`config.mk`:
```
export PLATFORM = sky130hd
export DESIGN_NAME = rb_subtract_8
export DESIGN_NICKNAME = d
export VERILOG_FILES = /design/src/rtl/rb_subtract_8.sv
export SDC_FILE = /design/constraint.sdc
export NUM_CORES = 1
export LEC_CHECK = 0
export CAP_MARGIN = 0
export CORE_MARGIN = 2
export CORE_UTILIZATION = 46
export CTS_CLUSTER_SIZE = 8
export DETAILED_ROUTE_END_ITERATION = 12
export HOLD_SLACK_MARGIN = 0.15
export PLACE_DENSITY = 0.82
export SLEW_MARGIN = 20
export SYNTH_ARGS = -nofsm -noshare
export SYNTH_HDL_FRONTEND = slang
export SYNTH_HIERARCHICAL = 1
export SYNTH_SLANG_ARGS = --single-unit
```
`constraint.sdc`:
```
create_clock -name clk -period 1.8 [get_ports clk]
set_input_delay 0.18 -clock clk [delete_from_list [all_inputs] [get_ports clk]]
set_output_delay 0.18 -clock clk [all_outputs]
set_load 0.05 [all_outputs]
```
`src/rtl/rb_subtract_8.sv`:
```
// rb_subtract_8: 8-bit unsigned ripple-borrow subtractor with a registered
// output stage. D = (A - B - Bin) mod 256 and Bout = borrow out of bit 7.
// The result is captured one clock after an accepted (in_valid) input.
// The borrow ripples through eight full-subtractor cells on purpose; no
// arithmetic operators are used, so the netlist keeps the ripple topology.

// Half-subtractor cell: d = x ^ y, borrow when x=0 and y=1.
module rb_half_sub (
  input  logic x,
  input  logic y,
  output logic d,
  output logic b
);
  assign d = x ^ y;
  assign b = ~x & y;
endmodule

// Full-subtractor cell: two half-subtractors, borrows ORed together.
// b1 and b2 can never both be high, so OR is exact.
module rb_full_sub (
  input  logic x,
  input  logic y,
  input  logic bi,
  output logic d,
  output logic bo
);
  logic d1, b1, b2;

  rb_half_sub u_hs0 (.x(x),  .y(y),  .d(d1), .b(b1));
  rb_half_sub u_hs1 (.x(d1), .y(bi), .d(d),  .b(b2));

  assign bo = b1 | b2;
endmodule

// Top: eight-cell ripple chain followed by the capture registers.
module rb_subtract_8 (
  input  logic       clk,
  input  logic       rst_n,
  input  logic [7:0] A,
  input  logic [7:0] B,
  input  logic       Bin,
  input  logic       in_valid,
  output logic       Bout,
  output logic [7:0] D,
  output logic       out_valid
);
  localparam int W = 8;

  // brw[i] is the borrow into bit i; brw[W] is the borrow out of bit W-1.
  logic [W:0]   brw;
  logic [W-1:0] diff;

  assign brw[0] = Bin;

  // One full-subtractor per bit; each cell's borrow-out feeds the next cell.
  rb_full_sub u_cell [W-1:0] (
    .x  (A),
    .y  (B),
    .bi (brw[W-1:0]),
    .d  (diff),
    .bo (brw[W:1])
  );

  logic [W-1:0] d_q, d_d;
  logic         bout_q, bout_d;
  logic         out_valid_q, out_valid_d;

  // Capture on accepted input; otherwise hold the result and drop valid.
  always_comb begin
    d_d         = d_q;
    bout_d      = bout_q;
    out_valid_d = 1'b0;
    if (in_valid) begin
      d_d         = diff;
      bout_d      = brw[W];
      out_valid_d = 1'b1;
    end
  end

  // Output registers; async reset clears everything, dropping any in-flight result.
  always_ff @(posedge clk or negedge rst_n) begin
    if (!rst_n) begin
      d_q         <= '0;
      bout_q      <= 1'b0;
      out_valid_q <= 1'b0;
    end else begin
      d_q         <= d_d;
      bout_q      <= bout_d;
      out_valid_q <= out_valid_d;
    end
  end

  assign D         = d_q;
  assign Bout      = bout_q;
  assign out_valid = out_valid_q;
endmodule

```
-- Word level (Yosys, flattened, before mapping)
Index checks and enable logic that the tools add are counted.
- register bits: 10
- latch bits: 0
- RAM bits: 0
- memory bits (read-only): 0
- output and inout port bits: 10
- memories: 0
- add/subtract/negate cells: 0
- multipliers: 0
- div/mod/pow operators: 0
- magnitude comparators: 0
- equal/unequal tests: 0
- shift-type cells: 0
- mux-type cells: 1
- bitwise gates (word level): 56
- reduce and logical (&&, ||, !) cells: 0
- operators by type and width (kind ; number):
    $and A1 B1 Y1 ; 16
    $not A1 Y1 ; 16
    $xor A1 B1 Y1 ; 16
    $or A1 B1 Y1 ; 8
    $mux W1 ; 1

-- Depth between registers and ports, before layout
Gate-level depths: netlist of the first run.
- depth after elaboration: 18
- mapped depth: 21
- depth with buffers taken out: 21

-- Modules after synthesis
The synthesis of the first run kept the hierarchy.
- by module, submodules not included (module ; times used ; cells an instance ; area each (µm²) ; seq. area each (µm²)):
    rb_subtract_8 ; 1 ; 20 ; 396.6 ; 250.2
    rb_half_sub ; 16 ; 3 ; 20.0 ; 0.0
    rb_full_sub ; 8 ; 1 ; 6.3 ; 0.0

-- Least setup slack after synthesis of the first run
Ideal clock, no wire load.
- path type: in2reg
- from: input port A[0]
- to: register bout_q (netlist: Bout)
- library setup time: 125 ps
- data arrival time: 3921 ps
- data required time: 1675 ps
- path slack: -2246 ps
- cell stages on the path: 21
- buffers on the path: 0
- cell sequence: inv_1 ha_1 inv_1 inv_1 ha_1 or2_1 ha_1 or2_1 ha_1 or2_1 ha_1 or2_1 ha_1 or2_1 ha_1 or2_1 ha_1 or2_1 ha_1 or2_1 mux2_4
- word-level cells in the longest chain between the ends: 18
- elaborated cells on any way between the ends: 20
- those cells by class: 20 x bitwise
- RTL lines (item ; line ; text):
    start: declaration ; 39 ; input logic [7:0] A,
    $xor A1 B1 Y1 ; 14 ; assign d = x ^ y;
    net u_cell[0].d1 ; 27 ; logic d1, b1, b2;
    $not A1 Y1 ; 15 ; assign b = ~x & y;
    $and A1 B1 Y1 ; 15 ;
    net u_cell[0].b2 ; 27 ;
    $or A1 B1 Y1 ; 32 ; assign bo = b1 | b2;
    net brw[1] ; 50 ; logic [W:0] brw;
    $and A1 B1 Y1 ; 15 ;
    net u_cell[1].b2 ; 27 ;
    [1 not listed] ; - ;
    net brw[2] ; 50 ;
    [1 not listed] ; - ;
    net u_cell[2].b2 ; 27 ;
    [1 not listed] ; - ;
    net brw[3] ; 50 ;
    [1 not listed] ; - ;
    net u_cell[3].b2 ; 27 ;
    [1 not listed] ; - ;
    net brw[4] ; 50 ;
    [1 not listed] ; - ;
    net u_cell[4].b2 ; 27 ;
    [1 not listed] ; - ;
    net brw[5] ; 50 ;
    [1 not listed] ; - ;
    net u_cell[5].b2 ; 27 ;
    [1 not listed] ; - ;
    net brw[6] ; 50 ;
    $and A1 B1 Y1 ; 15 ;
    net u_cell[6].b2 ; 27 ;
    $or A1 B1 Y1 ; 32 ;
    net brw[7] ; 50 ;
    $and A1 B1 Y1 ; 15 ;
    net u_cell[7].b2 ; 27 ;
    $or A1 B1 Y1 ; 32 ;
    net brw[8] ; 50 ;
    end signal: assignment ; 88 ; bout_q <= bout_d;
    end: declaration ; 65 ; logic bout_q, bout_d;
The timed path passes the listed nets, and every way through them passes these cells.
A chain may end at the register's enable or synchronous reset.

-- Worst setup path in the final report of the first run
Same ends and word-level chain as after synthesis.

==> results of run 1 <==
[final cells by class]
| type | instances | area [um^2] |
|---|---|---|
| clock buffers | 4 | 36.3 |
| fillers | 119 | 343 |
| inverters | 32 | 133 |
| multi-input cells | 33 | 465 |
| flip-flops and latches | 10 | 250 |
| well taps | 16 | 20.0 |
| repair buffers | 30 | 294 |
[kinds of logic after synthesis]
group         count (synthesis)  synth area share (%)
buf+inv                      33                  17.1
fa+ha+maj                    16                  26.1
flops                        10                  32.6
mux                           9                  17.6
simple gates                  8                  6.53
[stage by stage]
step | instances | TNS (ns) | hold WS, ns | total power (W)
floorplan | 76 | -7.68 | -0.116 | 0.000642
global placement | 121 | -13.14 | 0.497 | 0.000813
detailed placement | 121 | -13.51 | 0.493 | 0.000826
CTS | 125 | -7.24 | 0.220 | 0.00105
global route | 125 | -7.78 | 0.243 | 0.00112
finish | 125 | -7.09 | 0.222 | 0.00105
[state kept, by name, indices dropped and copies added, names as in the netlist]
signal	cells
Bout	1
D	8
out_valid	1
[metal layers]
metal,vias to the layer above,part of all wire (%),global-route usage (%)
li1,286,-,-
met1,265,38,22.1
met2,21,54,34.2
met3,2,6.7,4.80
met4,0,1.4,7.06
met5,-,0,0
[Yosys cell counts]
library cell,count
inv_1,32
dfrtp_1,10
or2_1,8
ha_1,16
mux2_4,9
buf_6,1
[cells in the final DEF, fill, tap and decap left out, drive strengths merged]
cell / netlist / routed
buf: 1 / 3
clkbuf: 0 / 4
clkdlybuf4s50: 0 / 24
dfrtp: 10 / 10
dlygate4sd2: 0 / 3
ha: 16 / 16
inv: 32 / 32
mux2: 9 / 9
or2: 8 / 8
[power by group through the flow]
stage	sequential, W	combinational, W	clock (W)
after floorplan	0.000483	0.000159	0
after global placement	0.000306	0.000507	0
after detailed placement	0.000307	0.000519	0
after CTS	0.000304	0.000536	0.000211
after global routing	0.000309	0.000591	0.000224
final	0.000303	0.000543	0.000205
[how the worst max path moves through the flow]
stage / from / to / slack (ns)
4_1_cts: A[0] / Bout$_DFFE_PN0P_ / -1.91
6_report: A[0] / Bout$_DFFE_PN0P_ / -1.87
2_1_floorplan: A[0] / Bout$_DFFE_PN0P_ / -1.88
3_3_place_gp: A[0] / Bout$_DFFE_PN0P_ / -2.63
3_5_place_dp: A[0] / Bout$_DFFE_PN0P_ / -2.70
5_1_grt: A[0] / Bout$_DFFE_PN0P_ / -1.99
[worst max-delay path, cell delays in order]
cell and delay [ns]:
buf_8 0.09, inv_12 0.03, ha_4 0.22, inv_2 0.04, inv_2 0.03, ha_4 0.14
or2_1 0.22, ha_2 0.17, or2_1 0.20, ha_2 0.16, or2_1 0.20, ha_2 0.16
or2_1 0.20, ha_2 0.17, or2_4 0.24, ha_4 0.15, or2_4 0.23, ha_4 0.15
or2_4 0.24, ha_4 0.15, or2_1 0.20, mux2_4 0.25
[what timing repair did]
item / CTS / global route
pin swaps: 3 / 6
setup buffers: 0 / 0
resized for setup: 21 / 4
endpoints found under the setup margin: 8 / 7
==> results.md, run 1 <==
- Hold crit path type: primary input to async pin
- Register area share after synthesis: about 33%
- Synth top area cells: dfrtp_1 (33%), ha_1 (26%), mux2_4 (18%)
- Crit path time final: between 3 and 4 ns
- Cells after Synth: 76
- Gp weighted congestion: 0.642
- # rows: 14
- I/O Pins: 30
- DRT iter0 DRCs: 2
- Global-route wire length before repair: between 2000 and 3000 um
- Gr ovfl total: 0
- Int Power: roughly 0.00065 W
- Synth cell types: 6
- NetSw: roughly 0.00041 W
- Port Buffer Count: 29
- Reg2Reg Setup Slack: ~1.0 ns
- Hold-fix buffer count after cts: 0
- Deepest clock path buffer count: 2
- Slew headroom: 65.7%
- CTS tree: done
- Final hold vios: 0
- Reg2Reg Depth: 1
- Combinational share of power: ~52%
- Vias in the first global route: between 600 and 700
- Worst Tran Pin Value: approximately 0.51 ns
- # DRC: 0
- Mean Syn Cell Area: about 10 um^2
- First drt pass iteration count: 2
- Leakage power: between 0.6 and 0.7 nW
- Vias per std cell: around 4.6
- Die width: around 45 um
- Critical Path RT: between 1.5 and 2 ns
- Area of the core: roughly 0.0015 mm^2
- Setup slack after layout: -1.87 ns
- Mean routed wirelength per cell: roughly 12 um
- Number of antenna violations at the first check in global routing: 0
- WL final: 1470 um
- # diodes: 0
- Num CTS Buffers: 3
- Period Utilization, post-route: 204%
- Flop pwr share: 28.9%
- Fmax: 273 MHz
- Synthesized cell area: 767 um^2
- Max rail drop VDD: 800 uV
- DPL Wire Length: between 1000 and 1500 um
- RSZ-0062 raised after global routing: true
- Area delta synth->final: 56.3%
- Worst Setup End Kind: flop
- Synth top area share: 32.6%
- Data arrival, critical path: roughly 3.8 ns
- Max FO, Critical Path: 1
- Nets: 146
- Power per cell area: 876 mW/mm^2
- Largest net degree at the start of global routing: 11
- Clk pwr share: roughly a fifth
- GRT Resource Usage Total: a little under a fifth
- Status: finished, violations left
- Reg2reg end: Bout$_DFFE_PN0P_
- Final setup viols: 6
- Share of layout cells above drive strength 1: a little under a third
- Root Driver: clkbuf_4
- Worst Path Class, Setup: primary input to flop
- Failing checks: negative setup slack
- Slew Limit Fails: 0
- Post-Synthesis Net Count: about 110
- Die Footprint: between 0.002 and 0.0025 mm^2
- Initial Utilization: between 40% and 50%
- Final Skew: 0 ns
- Area after DPL: approximately 0.0011 mm^2
- Clock transition at path regs: around 0.07 ns
- Worst setup SP type: primary input
- Sw Ratio: 38.6%
- Post-Place Setup Slack: -2.70 ns
- FF-to-FF Start: Bout$_DFFE_PN0P_
- Area leader, netlist: dfrtp_1
- H-tree levels: 1
- Routed vias: 574
- Final core utilization: 77.8%
- Die H: 44.8 um
- Final instance area: approximately 0.0012 mm^2
- Worst skew pair latency: about 0.27 ns
- Clock sinks: 10
- Max-Cap Viols: 0
- Yosys reg bits: 10
- Syn. warnings: 6
- Post-route ant nets: 0
Note: power is estimated with default switching activity, not from simulation.
==> inputs of run 2 (changes only) <==
Settings changed: CORE_AREA set to 2 2 39 41, CORE_MARGIN 2 to not set, CORE_UTILIZATION 46 to not set, CTS_CLUSTER_SIZE 8 to 40, DIE_AREA set to 0 0 41 43, DONT_BUFFER_PORTS set to 1, PLACE_DENSITY 0.82 to 0.71.
==> results.md, run 2 (same netlist as run 1, synthesis figures left out) <==
- Status: finished, violations left
- Num CTS Buffers: 3
- Failing checks: negative hold slack, negative setup slack
- Die width: between 40 and 50 um
- Reg2Reg Setup Slack: around 0.21 ns
- Commonest non-fill, non-tap cell in the layout: inv_1
- I/O Pins: 30
- Period Utilization, post-route: 196%
- Root Driver: clkbuf_4
- Mean routed wirelength per cell: 12.0 um
- WHS Path Cells: 0
- Max reg flops: 8
- Share of layout cells above drive strength 1: between 30% and 40%
- Placed cells: 91
- FF-to-FF Start: D[0]$_DFFE_PN0P_
- Max-Cap Viols: 0
- DRT iter0 DRCs: 4
- Fmax: between 200 and 300 MHz
- Gr ovfl total: 0
- Hold-fix buffer count after cts: 2
- Global-route wire length before repair: around 1900 um
- Setup slack after layout: -1.73 ns
- Min-delay src: in_valid
- Commonest cells after routing, fill and taps aside: inv_1 (27), dfrtp_1 (10), mux2_4 (9)
- Final hold vios: 1
- Critical Path RT: 1.95 ns
- # rows: 14
- First drt pass iteration count: 2
- Vias in the first global route: ~480
- Area of the core: approximately 0.0014 mm^2
- Final Skew: 0 ns
- Worst Setup End Kind: flop
- Reg2reg end: D[0]$_DFFE_PN0P_
- # DRC: 0
- WL final: ~1200 um
- Initial Utilization: 55.4%
- Leakage power: between 0.5 and 0.6 nW
- Slew Limit Fails: 0
- Worst Tran Pin Value: roughly 0.49 ns
- Post-route ant nets: 0
- Critical Path Max Stage Delay: around 0.25 ns
- Crit-path slowest cell: mux2_4
- Die Footprint: around 0.0018 mm^2
- Nets: around 120
- Vias per std cell: approximately 4.8
- RSZ-0062 raised after global routing: true
- Max rail drop VDD: approximately 730 uV
- Largest net degree at the start of global routing: 11
- Data arrival, critical path: around 3.7 ns
- H-tree levels: 1
- Gp weighted congestion: between 0.5 and 0.6
- Worst hold slack: -0.0549 ns
- Final setup viols: 6
- Post-CTS Setup Bufs: 0
- Max FO, Critical Path: 1
- Slew headroom: between 60 and 70%
- Deepest clock path buffer count: 2
- Min-Delay Endpoint: out_valid$_DFF_PN0_
- Area delta synth->final: 17.6%
- Crit path time final: approximately 3.5 ns
- Worst skew pair latency: between 0.2 and 0.3 ns
- # diodes: 0
- CP cell instances: inv_12 -> ha_4 -> inv_2 -> inv_2 -> ha_2 -> or2_1 -> ha_2 -> or2_1 -> ha_2 -> or2_1 -> ha_2 -> or2_1 -> ha_2 -> or2_4 -> ha_4 -> or2_4 -> ha_4 -> or2_1 -> ha_2 -> or2_1 -> mux2_4
- Clock sinks: 10
- Die H: around 43 um
- Hold crit path type: primary input to flop
- Routed vias: between 400 and 500
- Reg2Reg Depth: 2
- Fill cells: 120
- Port Buffer Count: 0
- GRT Resource Usage Total: roughly 17%
- Clock transition at path regs: roughly 0.070 ns
- Worst setup SP type: primary input
- Worst Path Class, Setup: primary input to flop
- DPL Wire Length: ~920 um
- Number of antenna violations at the first check in global routing: 0
- CTS tree: done
- Non-Filler Instances: just under 100
- Power per cell area: just under 1000 mW/mm^2
[run 2: how the worst max path moves through the flow]
stage / startpoint / end / slack (ns) / cells past startpoint
floorplan: A[0] / Bout$_DFFE_PN0P_ / -1.88 / 21
global placement: A[0] / Bout$_DFFE_PN0P_ / -1.96 / 21
detailed placement: A[0] / Bout$_DFFE_PN0P_ / -1.99 / 21
CTS: A[0] / Bout$_DFFE_PN0P_ / -1.73 / 21
global route: A[0] / Bout$_DFFE_PN0P_ / -1.84 / 21
finish: A[0] / Bout$_DFFE_PN0P_ / -1.73 / 21
[run 2: routing by layer]
layer	vias to the layer above	global-route usage (%)	share of wire (%)
li1	230	-	-
met1	214	18.3	37
met2	16	26.6	54
met3	2	5.76	8.4
met4	0	10.0	0.69
met5	-	0	0
[run 2: layout make-up]
class                           instances  area, um^2  area share (%)
Clock buffer                            4        36.3            4.02
Inverter                               32         133            14.7
Multi-Input combinational cell         33         443            49.1
Sequential cell                        10         250            27.7
Tap cell                               16        20.0            2.22
Timing Repair Buffer                    2        20.0            2.22
[run 2: power breakdown]
part / switching (W) / internal, W / total (W)
Sequential: 0.000218 / 0.000271 / 0.000489
Combinational: 0.0000755 / 0.000131 / 0.000207
Clock: 0.0000745 / 0.000123 / 0.000197
[run 2: timing repair]
item | 4_1_cts | 5_1_grt
endpoints found under the hold margin | 20 | 9
pin swaps | 0 | 0
setup endpoints to repair | 6 | 6
resized for setup | 0 | 6
[run 2: critical path, delay by kind of cell]
family / cells / cell delay (ns)
fa+ha+maj: 9 / 1.47
mux: 1 / 0.25
simple gates: 8 / 1.68
buf+inv: 3 / 0.08
[run 2: stage by stage]
step           TNS (ns)  worst slack [ns]  total power (W)  instance area, um^2  utilization (%)
2_1_floorplan     -7.68             -1.88         0.000642                  812                -
3_3_place_gp      -8.14             -1.96         0.000663                  821             59.3
3_5_place_dp      -8.28             -1.99         0.000673                  821             59.3
4_1_cts           -6.50             -1.73         0.000894                  877             63.4
5_1_grt           -6.96             -1.84         0.000957                  902             65.2
6_report          -6.41             -1.73         0.000893                  902             65.2
